==> config.mk <==
export PLATFORM = sky130hd
export DESIGN_NAME = flopoco_facc_6_6
export DESIGN_NICKNAME = d
export VERILOG_FILES = /design/src/rtl/flopoco_pkg.sv /design/src/rtl/flopoco_round_pack.sv /design/src/rtl/flopoco_facc_6_6.sv
export SDC_FILE = /design/constraint.sdc
export NUM_CORES = 1
export LEC_CHECK = 0
export BUFFER_PORTS_ARGS = -buffer_cell sky130_fd_sc_hd__buf_2
export CAP_MARGIN = 20
export CORE_AREA = 5 5 178 180
export DETAILED_ROUTE_END_ITERATION = 6
export DIE_AREA = 0 0 183 185
export MAX_ROUTING_LAYER = met4
export PLACE_DENSITY = 0.86
export SYNTH_ARGS = -nofsm -noshare
export SYNTH_HDL_FRONTEND = slang
export SYNTH_SLANG_ARGS = --single-unit
==> constraint.sdc <==
create_clock -name clk -period 5.6 [get_ports clk]
set_input_delay 0.56 -clock clk [delete_from_list [all_inputs] [get_ports clk]]
set_output_delay 0.56 -clock clk [all_outputs]
set_load 0.01 [all_outputs]
==> src/rtl/flopoco_pkg.sv <==
// Shared definitions for the FloPoCo accumulator: format defaults, field positions,
// exception codes and the accumulator state encoding.
package flopoco_pkg;

   localparam int FP_WE    = 6;
   localparam int FP_WF    = 6;
   localparam int FP_GUARD = 9;
   localparam int FP_BIAS  = 2**(FP_WE-1) - 1;
   localparam int FP_W     = FP_WE + FP_WF + 3;

   localparam int FRAC_LSB = 0;
   localparam int EXP_LSB  = FP_WF;
   localparam int SIGN_BIT = FP_WE + FP_WF;
   localparam int EXC_LSB  = FP_WE + FP_WF + 1;

   typedef enum logic [1:0] {
      EXC_ZERO = 2'b00,
      EXC_NORM = 2'b01,
      EXC_INF  = 2'b10,
      EXC_NAN  = 2'b11
   } exc_e;

   typedef enum logic [2:0] {
      ST_ACC,
      ST_ABS,
      ST_NORM,
      ST_ROUND,
      ST_DONE
   } state_e;

endpackage

==> src/rtl/flopoco_round_pack.sv <==
// Rounds a left-normalised accumulator magnitude to nearest-even and packs the
// FloPoCo result word, applying exception and range priorities.
module flopoco_round_pack #(
   parameter int WE    = flopoco_pkg::FP_WE,
   parameter int WF    = flopoco_pkg::FP_WF,
   parameter int GUARD = flopoco_pkg::FP_GUARD,
   parameter int ACC_W = 2**WE + WF + 1 + GUARD,
   parameter int KW    = $clog2(ACC_W + 1)
) (
   input  logic [ACC_W-1:0]    mag_i,
   input  logic [KW-1:0]       k_i,
   input  logic                rsign_i,
   input  logic                pinf_i,
   input  logic                ninf_i,
   input  logic                nan_i,
   input  logic                ovf_i,
   output logic [WE+WF+2:0]    data_o
);
   import flopoco_pkg::*;

   logic [WF:0]   mant;
   logic          guard_bit;
   logic          sticky;
   logic          rnd_up;
   logic [WF+1:0] mant_r;
   logic [WF-1:0] frac_r;
   int            exp_r;

   assign mant      = mag_i[ACC_W-1 -: WF+1];
   assign guard_bit = mag_i[ACC_W-2-WF];
   assign sticky    = |mag_i[ACC_W-3-WF:0];
   assign rnd_up    = guard_bit & (sticky | mant[0]);
   assign mant_r    = {1'b0, mant} + {{(WF+1){1'b0}}, rnd_up};

   // The top bit of mag sits at position ACC_W-1-k, whose biased exponent is that minus WF.
   always_comb begin
      exp_r  = ACC_W - 1 - WF - int'(k_i);
      frac_r = mant_r[WF-1:0];
      if (mant_r[WF+1]) begin
         exp_r  = exp_r + 1;
         frac_r = '0;
      end

      data_o = {EXC_NORM, rsign_i, exp_r[WE-1:0], frac_r};
      if (nan_i || (pinf_i && ninf_i)) begin
         data_o = {EXC_NAN, 1'b0, {(WE+WF){1'b0}}};
      end else if (pinf_i || ninf_i) begin
         data_o = {EXC_INF, ninf_i, {(WE+WF){1'b0}}};
      end else if (ovf_i) begin
         data_o = {EXC_INF, rsign_i, {(WE+WF){1'b0}}};
      end else if (mag_i == '0) begin
         data_o = '0;
      end else if (exp_r < 0) begin
         data_o = {EXC_ZERO, rsign_i, {(WE+WF){1'b0}}};
      end else if (exp_r > 2**WE - 1) begin
         data_o = {EXC_INF, rsign_i, {(WE+WF){1'b0}}};
      end
   end

endmodule

==> src/rtl/flopoco_facc_6_6.sv <==
// Exact (Kulisch) accumulator for FloPoCo words: sums a frame into a wide
// fixed-point register and rounds once when the last beat has been absorbed.
module flopoco_facc_6_6 #(
   parameter int WE    = flopoco_pkg::FP_WE,
   parameter int WF    = flopoco_pkg::FP_WF,
   parameter int GUARD = flopoco_pkg::FP_GUARD
) (
   input  logic                clk,
   input  logic                rst,
   input  logic                in_valid,
   output logic                in_ready,
   input  logic [WE+WF+2:0]    in_data,
   input  logic                in_last,
   output logic                out_valid,
   input  logic                out_ready,
   output logic [WE+WF+2:0]    out_data,
   output logic                out_ovf
);
   import flopoco_pkg::*;

   localparam int W     = WE + WF + 3;
   localparam int ACC_W = 2**WE + WF + 1 + GUARD;
   localparam int KW    = $clog2(ACC_W + 1);

   state_e           state_q, state_d;
   logic [ACC_W-1:0] acc_q, acc_d;
   logic [ACC_W-1:0] mag_q, mag_d;
   logic [KW-1:0]    k_q, k_d;
   logic             rsign_q, rsign_d;
   logic             pinf_q, pinf_d;
   logic             ninf_q, ninf_d;
   logic             nan_q, nan_d;
   logic             ovf_q, ovf_d;
   logic             out_valid_q, out_valid_d;
   logic             out_ovf_q, out_ovf_d;
   logic [W-1:0]     out_data_q, out_data_d;
   logic [W-1:0]     rounded;

   exc_e             in_exc;
   logic             in_sign;
   logic [WE-1:0]    in_exp;
   logic [WF-1:0]    in_frac;
   logic [ACC_W-1:0] term, addend, sum;
   logic             add_ovf;

   assign in_exc  = exc_e'(in_data[W-1 -: 2]);
   assign in_sign = in_data[WE+WF];
   assign in_exp  = in_data[WF +: WE];
   assign in_frac = in_data[WF-1:0];

   // Hidden-one mantissa shifted to its fixed-point weight; LSB of acc is 2^-(BIAS+WF).
   always_comb begin
      term       = '0;
      term[WF:0] = {1'b1, in_frac};
      term       = term << in_exp;
      addend     = in_sign ? -term : term;
      sum        = acc_q + addend;
      add_ovf    = (acc_q[ACC_W-1] == addend[ACC_W-1]) && (sum[ACC_W-1] != acc_q[ACC_W-1]);
   end

   flopoco_round_pack #(
      .WE    (WE),
      .WF    (WF),
      .GUARD (GUARD),
      .ACC_W (ACC_W),
      .KW    (KW)
   ) u_round_pack (
      .mag_i   (mag_q),
      .k_i     (k_q),
      .rsign_i (rsign_q),
      .pinf_i  (pinf_q),
      .ninf_i  (ninf_q),
      .nan_i   (nan_q),
      .ovf_i   (ovf_q),
      .data_o  (rounded)
   );

   always_comb begin
      state_d     = state_q;
      acc_d       = acc_q;
      mag_d       = mag_q;
      k_d         = k_q;
      rsign_d     = rsign_q;
      pinf_d      = pinf_q;
      ninf_d      = ninf_q;
      nan_d       = nan_q;
      ovf_d       = ovf_q;
      out_valid_d = out_valid_q;
      out_ovf_d   = out_ovf_q;
      out_data_d  = out_data_q;

      case (state_q)
         ST_ACC: begin
            if (in_valid) begin
               case (in_exc)
                  EXC_NORM: begin
                     acc_d = sum;
                     if (add_ovf) ovf_d = 1'b1;
                  end
                  EXC_INF: begin
                     if (in_sign) ninf_d = 1'b1;
                     else         pinf_d = 1'b1;
                  end
                  EXC_NAN:  nan_d = 1'b1;
                  default:  ;
               endcase
               if (in_last) state_d = ST_ABS;
            end
         end
         ST_ABS: begin
            mag_d   = acc_q[ACC_W-1] ? -acc_q : acc_q;
            rsign_d = acc_q[ACC_W-1];
            k_d     = '0;
            state_d = ST_NORM;
         end
         ST_NORM: begin
            if (mag_q == '0 || mag_q[ACC_W-1]) begin
               state_d = ST_ROUND;
            end else begin
               mag_d = mag_q << 1;
               k_d   = k_q + KW'(1);
            end
         end
         ST_ROUND: begin
            out_data_d  = rounded;
            out_valid_d = 1'b1;
            out_ovf_d   = ovf_q;
            state_d     = ST_DONE;
         end
         ST_DONE: begin
            if (out_ready) begin
               out_valid_d = 1'b0;
               acc_d       = '0;
               pinf_d      = 1'b0;
               ninf_d      = 1'b0;
               nan_d       = 1'b0;
               ovf_d       = 1'b0;
               state_d     = ST_ACC;
            end
         end
         default: state_d = ST_ACC;
      endcase
   end

   always_ff @(posedge clk) begin
      if (rst) begin
         state_q     <= ST_ACC;
         acc_q       <= '0;
         mag_q       <= '0;
         k_q         <= '0;
         rsign_q     <= 1'b0;
         pinf_q      <= 1'b0;
         ninf_q      <= 1'b0;
         nan_q       <= 1'b0;
         ovf_q       <= 1'b0;
         out_valid_q <= 1'b0;
         out_ovf_q   <= 1'b0;
         out_data_q  <= '0;
      end else begin
         state_q     <= state_d;
         acc_q       <= acc_d;
         mag_q       <= mag_d;
         k_q         <= k_d;
         rsign_q     <= rsign_d;
         pinf_q      <= pinf_d;
         ninf_q      <= ninf_d;
         nan_q       <= nan_d;
         ovf_q       <= ovf_d;
         out_valid_q <= out_valid_d;
         out_ovf_q   <= out_ovf_d;
         out_data_q  <= out_data_d;
      end
   end

   assign in_ready  = (state_q == ST_ACC);
   assign out_valid = out_valid_q;
   assign out_data  = out_data_q;
   assign out_ovf   = out_ovf_q;

endmodule

==> results.ini, run 1 <==
[timing]
drv_slew=0
tns_ns=0
hold_viol_final=0
relSlewSlack_pct=25.8
finalSetupViolations=0
fin_skew_ns=0.0183
max_freq_mhz=183
fin_hold_ws_ns=0.431
timing.final.ws_setup_ns=0.122
period_share_pct=97.8
fin_crit_ns=5.48
worstMarginPinSlew_ns=1.11

[place]
io_buffers=37
dp_slack_ns=-0.582
gp_congestion=1.09
place_inst=3109
dp_hpwl_um=50000

[routing]
wirelength_um=65300
vias=20400
firstDrtPassIters=6
wire_per_inst_um=20.8
drcViolationCount=0
vias_per_cell=6.49
drt_iter0_drc=2716
final_antenna_net_count=0

[critical_path]
cp_slowest_stage_delay_ns=0.46
critPathTopFamily=compound AO/OA/AOI/OAI gates
worstPathRequired_ns=5.93
worstPathMaxFanout=13
timing_worst_setup_path_type=input pin to flop
worst_setup_path_end_kind=flop
worst_setup_path_start_kind=input pin
critPathSlowestCell=or4bb_1
path_buf_inv=4
cp.arrival_ns=5.80

[global_routing]
grt_max_degree=85
grt_pass1_vias=19000
grt-ovfl-total=0
grt_pass1_wl_um=102000
antenna_found_initial=0
grt.total_usage_pct=37.9

[die]
die_h_um=185
rows=64
die_area_um2=33900
start_util_pct=58.1
die_x_um=183
ios=38
core_area_um2=30000

[clocking]
postCtsHoldBufs=0
numCtsBuffers=17
cts_buffer_depth=2
clk_latency_ns=0.46
htree_levels=4
clkSinkCount=192
clkTransAtPathRegs_ns=0.08
cts_tree=done
cts_root_buffer=clkbuf_16

[synth]
synth.cell_area_um2=17400
ys.warnings.count=0
synth.avg_cell_area_um2=7.30
synth_cells=2391
synth_edf_count=0
synth_most_common_cell=nand2_1
synthesis.nets=2507
async_reset_ff_share_pct=0
ys_ff_latch=192
synth_top_area_share_pct=22.0
synth_commonest_cells=nand2_1 (269), nor2_1 (225), a21oi_1 (201)
ys_seq_area_share_pct=22.0
synth.area.top_cells=dfxtp_1 (22%), ha_1 (6.8%), xnor2_1 (6.5%)
synth_top_cell_by_area=dfxtp_1
ys.flop_type=dfxtp_1
synth_cell_types=101

[outcome]
status=complete, no violations

[power_and_ir_drop]
irDropWorstVdd_uv=218
power_density_nw_per_um2=219
p_leak_uw=0.00924

[finish]
fin_nets=2853
n_fill_cell=2391
final_cells=3146
synthToLayoutAreaGrowth_pct=25.8
insertedDiodeCount=0
drive_above_1_share_pct=24.0
fin_util_pct=73.1

[job]
cap_violations=0

[worst_hold_path]
worst_hold_path_type=input pin to flop

layout by cell type (no fill, tap or decap), types with 14 or more instances in the layout:
| cell type | count |
|---|---|
| o21ai_1 | 15 |
| o31ai_1 | 34 |
| nand2_1 | 269 |
| a221oi_1 | 22 |
| buf_2 | 36 |
| and3_1 | 24 |
| mux2i_1 | 14 |
| o41ai_1 | 16 |
| a21o_1 | 42 |
| nor4_1 | 32 |
| inv_1 | 42 |
| o21ai_0 | 163 |
| o22ai_1 | 24 |
| a22oi_1 | 101 |
| nand4_1 | 45 |
| a21oi_1 | 195 |
| nand2b_1 | 22 |
| a31oi_1 | 28 |
| dfxtp_1 | 191 |
| xor2_1 | 74 |
| nor2_1 | 219 |
| or3_1 | 25 |
| xnor2_1 | 128 |
| nand3_1 | 55 |
| or2_2 | 19 |
| clkbuf_16 | 17 |
| buf_4 | 455 |
| ha_1 | 92 |
| nor3_1 | 38 |
| o21bai_1 | 19 |
logic make-up (layout without fill, tap and decap cells):
kind of cell	count (synthesis)	after routing	share of synthesized area (%)
DFF	192	192	22.0
buffers and inverters	209	568	4.69
muxes	27	27	1.89
AOI/OAI and AO/OA	813	813	30.5
adders and majority gates	96	96	6.93
and+or+nand+nor	850	850	23.7
xor gates and xnor gates	204	204	10.2
cell type report:
class                      instances  area, um^2  area share (%)
tap                              396         495            2.26
clock inverter                    15         216           0.986
multi-input combinational       1990       13200            60.0
clock buffer                      17         425            1.94
timing repair buffer             493        3640            16.6
inverter                          43         161           0.735
sequential                       192        3840            17.5
power breakdown:
group	switching, uW	total, uW	leakage [uW]	internal [uW]
logic	1120	1950	0.00738	829
registers	85.9	1490	0.00155	1410
clock network	638	1370	0.000310	731
final timing paths:
check / startpoint / to / slack, ns / cells past startpoint
hold reg to reg: mag_q[21] / mag_q[21] / 0.47 / 2
setup / recovery: in_data[6] / ovf_q / 0.12 / 25
setup reg to reg: k_q[1] / out_data[2] / 1.21 / 15
hold / removal: out_ready / state_q[2] / 0.43 / 3
worst register-to-register path, stage by stage (launching register included):
cell      delay, ns
dfxtp_1        0.48
o21ai_0        0.20
xnor2_1        0.56
nor4bb_1       0.75
nand3_1        0.16
ha_1           0.25
nor4_1         0.27
nand2_1        0.09
nor3_1         0.22
a21oi_1        0.11
o32ai_1        0.35
nand3_1        0.17
nor3b_1        0.22
buf_4          0.24
a32oi_1        0.12
nor2_1         0.14
per-layer routing:
layer | vias to the layer above | global-route usage (%) | part of all wire (%)
met5 | - | - | 0
met4 | 0 | 15.0 | 4.2
met3 | 169 | 6.89 | 10
met2 | 1166 | 58.7 | 45
met1 | 9530 | 49.2 | 41
li1 | 9567 | - | -
flip-flops by register name, summed over array words and instances, names as in the netlist, 3 cells and up:
name,flops
mag_q,80
k_q,7
out_data,15
state_q,3
acc_q,80
metrics by stage:
stage               total power, uW  area [um^2]
finish                         4810        22000
global placement               3310        20900
floorplan                      2570        17500
global route                   5000        22000
detailed placement             3350        20900
CTS                            4710        21600
what timing repair did:
action	CTS	global route
endpoints found under the setup margin	13	36
buffers inserted	0	5
gates resized for setup	1	74
pin swaps	0	19
Note: power is estimated with default switching activity, not from simulation.
==> inputs of run 2 (changes only) <==
--- a/config.mk
+++ b/config.mk
@@ -13,4 +13,5 @@
 export MAX_ROUTING_LAYER = met4
 export PLACE_DENSITY = 0.86
+export SETUP_SLACK_MARGIN = 0.4
 export SYNTH_ARGS = -nofsm -noshare
 export SYNTH_HDL_FRONTEND = slang
==> constraint.sdc (replaced) <==
create_clock -name clk -period 5.6 [get_ports clk]
set_input_delay 0.56 -clock clk [delete_from_list [all_inputs] [get_ports clk]]
set_output_delay 0.56 -clock clk [all_outputs]
set_load 0.05 [all_outputs]
==> run 2 against run 1 <==
Compared with the run above: final cell count up 1.2%; first-iteration DRC count down 5.3%; wire length up 9.2%; die area unchanged; non-clock buffer count up 37; flip-flop and latch count unchanged.
==> results.ini, run 2 (synthesis gave the netlist of run 1 again) <==
[finish]
synthToLayoutAreaGrowth_pct=32.3
fin_util_pct=76.9  ; +3.8 points
fin_nets=2890  ; +1.3%
drive_above_1_share_pct=28.4  ; +4.4 points
final_common_cell=buf_4
layout_common_cells=buf_4 (471), nand2_1 (260), nor2_1 (214)
multi_input_area_um2=14000  ; +6.1%
n_fill_cell=2104  ; -12%
seq_area_um2=3840  ; unchanged

[global_routing]
grt.total_usage_pct=40.8  ; +2.9 points
grt_pass1_vias=19600  ; +3.4%
grt_max_degree=90  ; +5.9%
antenna_found_initial=1  ; +1
grt_pass1_wl_um=108000  ; +6.2%
grt-ovfl-total=0  ; unchanged

[die]
ios=38  ; unchanged
rows=64  ; unchanged
die_area_um2=33900  ; unchanged
die_x_um=183  ; unchanged
core_area_um2=30000  ; unchanged
die_h_um=185  ; unchanged
start_util_pct=58.1  ; unchanged

[critical_path]
path_buf_inv=4  ; unchanged
worstPathMaxFanout=6  ; -7
critPathSlowestCell=mux4_2
r2r-end=out_data[4]
worstPathCellList=buf_12 -> mux4_2 -> buf_6 -> nor2_4 -> o22ai_4 -> o41ai_2 -> o211a_1 -> buf_6 -> and4_4 -> or3b_4 -> o21ai_2 -> xnor2_1 -> ha_1 -> and3_4 -> nand2_4 -> nor3_4 -> nand4_1 -> nor4b_4 -> a31oi_4 -> buf_6 -> a211oi_4 -> o21bai_1 -> a21o_1 -> a32o_2
reg2regPathDepth=15  ; unchanged
cp.arrival_ns=5.83  ; +0.03 ns
cp_common_cell=buf_6
timing.reg2reg.setup_slack_ns=0.83  ; -0.38 ns
timing_worst_setup_path_type=input pin to flop
worst_setup_path_start_kind=input pin
reg2reg_from=k_q[1]
cp_slowest_stage_delay_ns=0.57  ; +0.11 ns
critPathTopFamily=simple AND/OR/NAND/NOR gates
worstPathRequired_ns=5.97  ; +0.04 ns
worst_setup_path_end_kind=flop

[timing]
relSlewSlack_pct=19.7  ; -6.1 points
hold_viol_final=0  ; unchanged
worstMarginPinSlew_ns=1.19  ; +0.0826 ns
fin_hold_ws_ns=0.400  ; -0.0306 ns
finalSetupViolations=0  ; unchanged
period_share_pct=97.6  ; -0.26 points
fin_skew_ns=0.0177  ; -0.000527 ns
max_freq_mhz=183  ; +0.27%
fin_crit_ns=5.46  ; -0.0147 ns
drv_slew=0  ; unchanged
rsz0062_at_grt=yes

[worst_hold_path]
whs_path_depth=3  ; unchanged
min_to=state_q[2]
hold_start=out_ready
worst_hold_path_type=input pin to flop

[clocking]
cts_root_buffer=clkbuf_16
cts_tree=done
clkSinkCount=192  ; unchanged
clkTransAtPathRegs_ns=0.08  ; about the same
numCtsBuffers=17  ; unchanged
postCtsHoldBufs=0  ; unchanged
clk_latency_ns=0.47  ; about the same
cts_buffer_depth=2  ; unchanged
htree_levels=4  ; unchanged

[place]
dp_hpwl_um=52400  ; +4.9%
io_buffers=37  ; unchanged
gp_congestion=1.04  ; -4.2%

[routing]
vias=21200  ; +4.0%
final_antenna_net_count=0  ; unchanged
wirelength_um=71300  ; +9.2%
drcViolationCount=0  ; unchanged
vias_per_cell=6.67  ; +2.8%
firstDrtPassIters=7  ; +1
wire_per_inst_um=22.4  ; +7.9%
drt_iter0_drc=2572  ; -5.3%

[job]
cap_violations=0  ; unchanged

[power_and_ir_drop]
p_seq_share_pct=31.2  ; about the same
clockPowerShare_pct=25.0  ; -3.5 points
p_switching_uw=1900  ; +3.0%
p_int_uw=2900  ; -2.4%
switching_share_pct=39.6  ; +1.3 points
power_frac_comb_pct=43.8  ; +3.4 points
power_density_nw_per_um2=208  ; -5.2%
irDropWorstVdd_uv=230  ; +5.6%
p_leak_uw=0.00964  ; +4.4%

[outcome]
status=complete, no violations

[run 2: changes by cell type in the layout (fill, tap and decap cells not counted), moves of 7 or more]
cell,previous run,this run
a211oi_1,12,5
nand2_1,269,260
a21oi_1,195,181
o21ai_0,163,140
a21oi_2,7,16
o21ai_1,15,32
ha_1,92,83
buf_6,0,19
nand2_2,0,7
buf_4,455,471
[run 2: final cells by class]
| class | count | area share (%) |
|---|---|---|
| Antenna cell | 2 | 0.0217 |
| Clock buffer | 19 | 1.96 |
| Multi-Input combinational cell | 1990 | 60.6 |
| Inverter | 43 | 0.705 |
| Sequential cell | 192 | 16.7 |
| Tap cell | 396 | 2.15 |
| Timing Repair Buffer | 530 | 17.5 |
| Clock inverter | 12 | 0.455 |
[run 2: worst max-delay path by stage]
stage                startpoint        end  slack [ns]  cells past startpoint
floorplan            in_data[6]  acc_q[79]        0.37                     21
global route        in_data[10]  acc_q[79]       -0.05                     26
detailed placement   in_data[6]  acc_q[56]       -0.61                     23
finish               in_data[6]  acc_q[61]        0.14                     24
CTS                  in_data[6]  acc_q[79]        0.35                     25
global placement     in_data[6]  acc_q[72]       -0.58                     22
[run 2: worst min-delay path: cells and delay by family]
kind | cells | cell delay (ns)
buffers and inverters | 1 | 0.10
AND/OR/NAND/NOR | 1 | 0.10
AO/OA/AOI/OAI | 1 | 0.06
[run 2: metal layers]
layer	part of all wire (%)	track usage, %	up-vias
met5	0	-	-
met4	5.2	17.2	0
met3	9.9	7.21	266
met2	45	62.9	1324
met1	40	53.1	10000
li1	-	-	9644
[run 2: repair_timing]
| item | in CTS | in global routing |
|---|---|---|
| buffers inserted | 27 | 27 |
| resized for setup | 79 | 156 |
| pin swaps | 35 | 69 |
| gates cloned | 0 | 0 |
| setup endpoints to repair | 33 | 59 |
[run 2: power by group through the flow]
stage	Sequential [uW]	Clock, uW	Combinational, uW
floorplan	1480	0	1120
CTS	1490	1190	1930
global route	1500	1240	2220
detailed placement	1520	0	1850
global placement	1520	0	1820
finish	1500	1200	2100
[run 2: stage by stage]
step | area, um^2 | power (uW) | TNS, ns | cells | setup slack, ns
4_1_cts | 22200 | 4610 | 0 | 3154 | 0.353
3_5_place_dp | 21000 | 3370 | -12.05 | 3096 | -0.612
5_1_grt | 23100 | 4970 | -0.0647 | 3183 | -0.0550
6_report | 23100 | 4790 | 0 | 3184 | 0.137
2_1_floorplan | 17700 | 2600 | 0 | 2391 | 0.373
3_3_place_gp | 21000 | 3330 | -9.95 | 3096 | -0.582
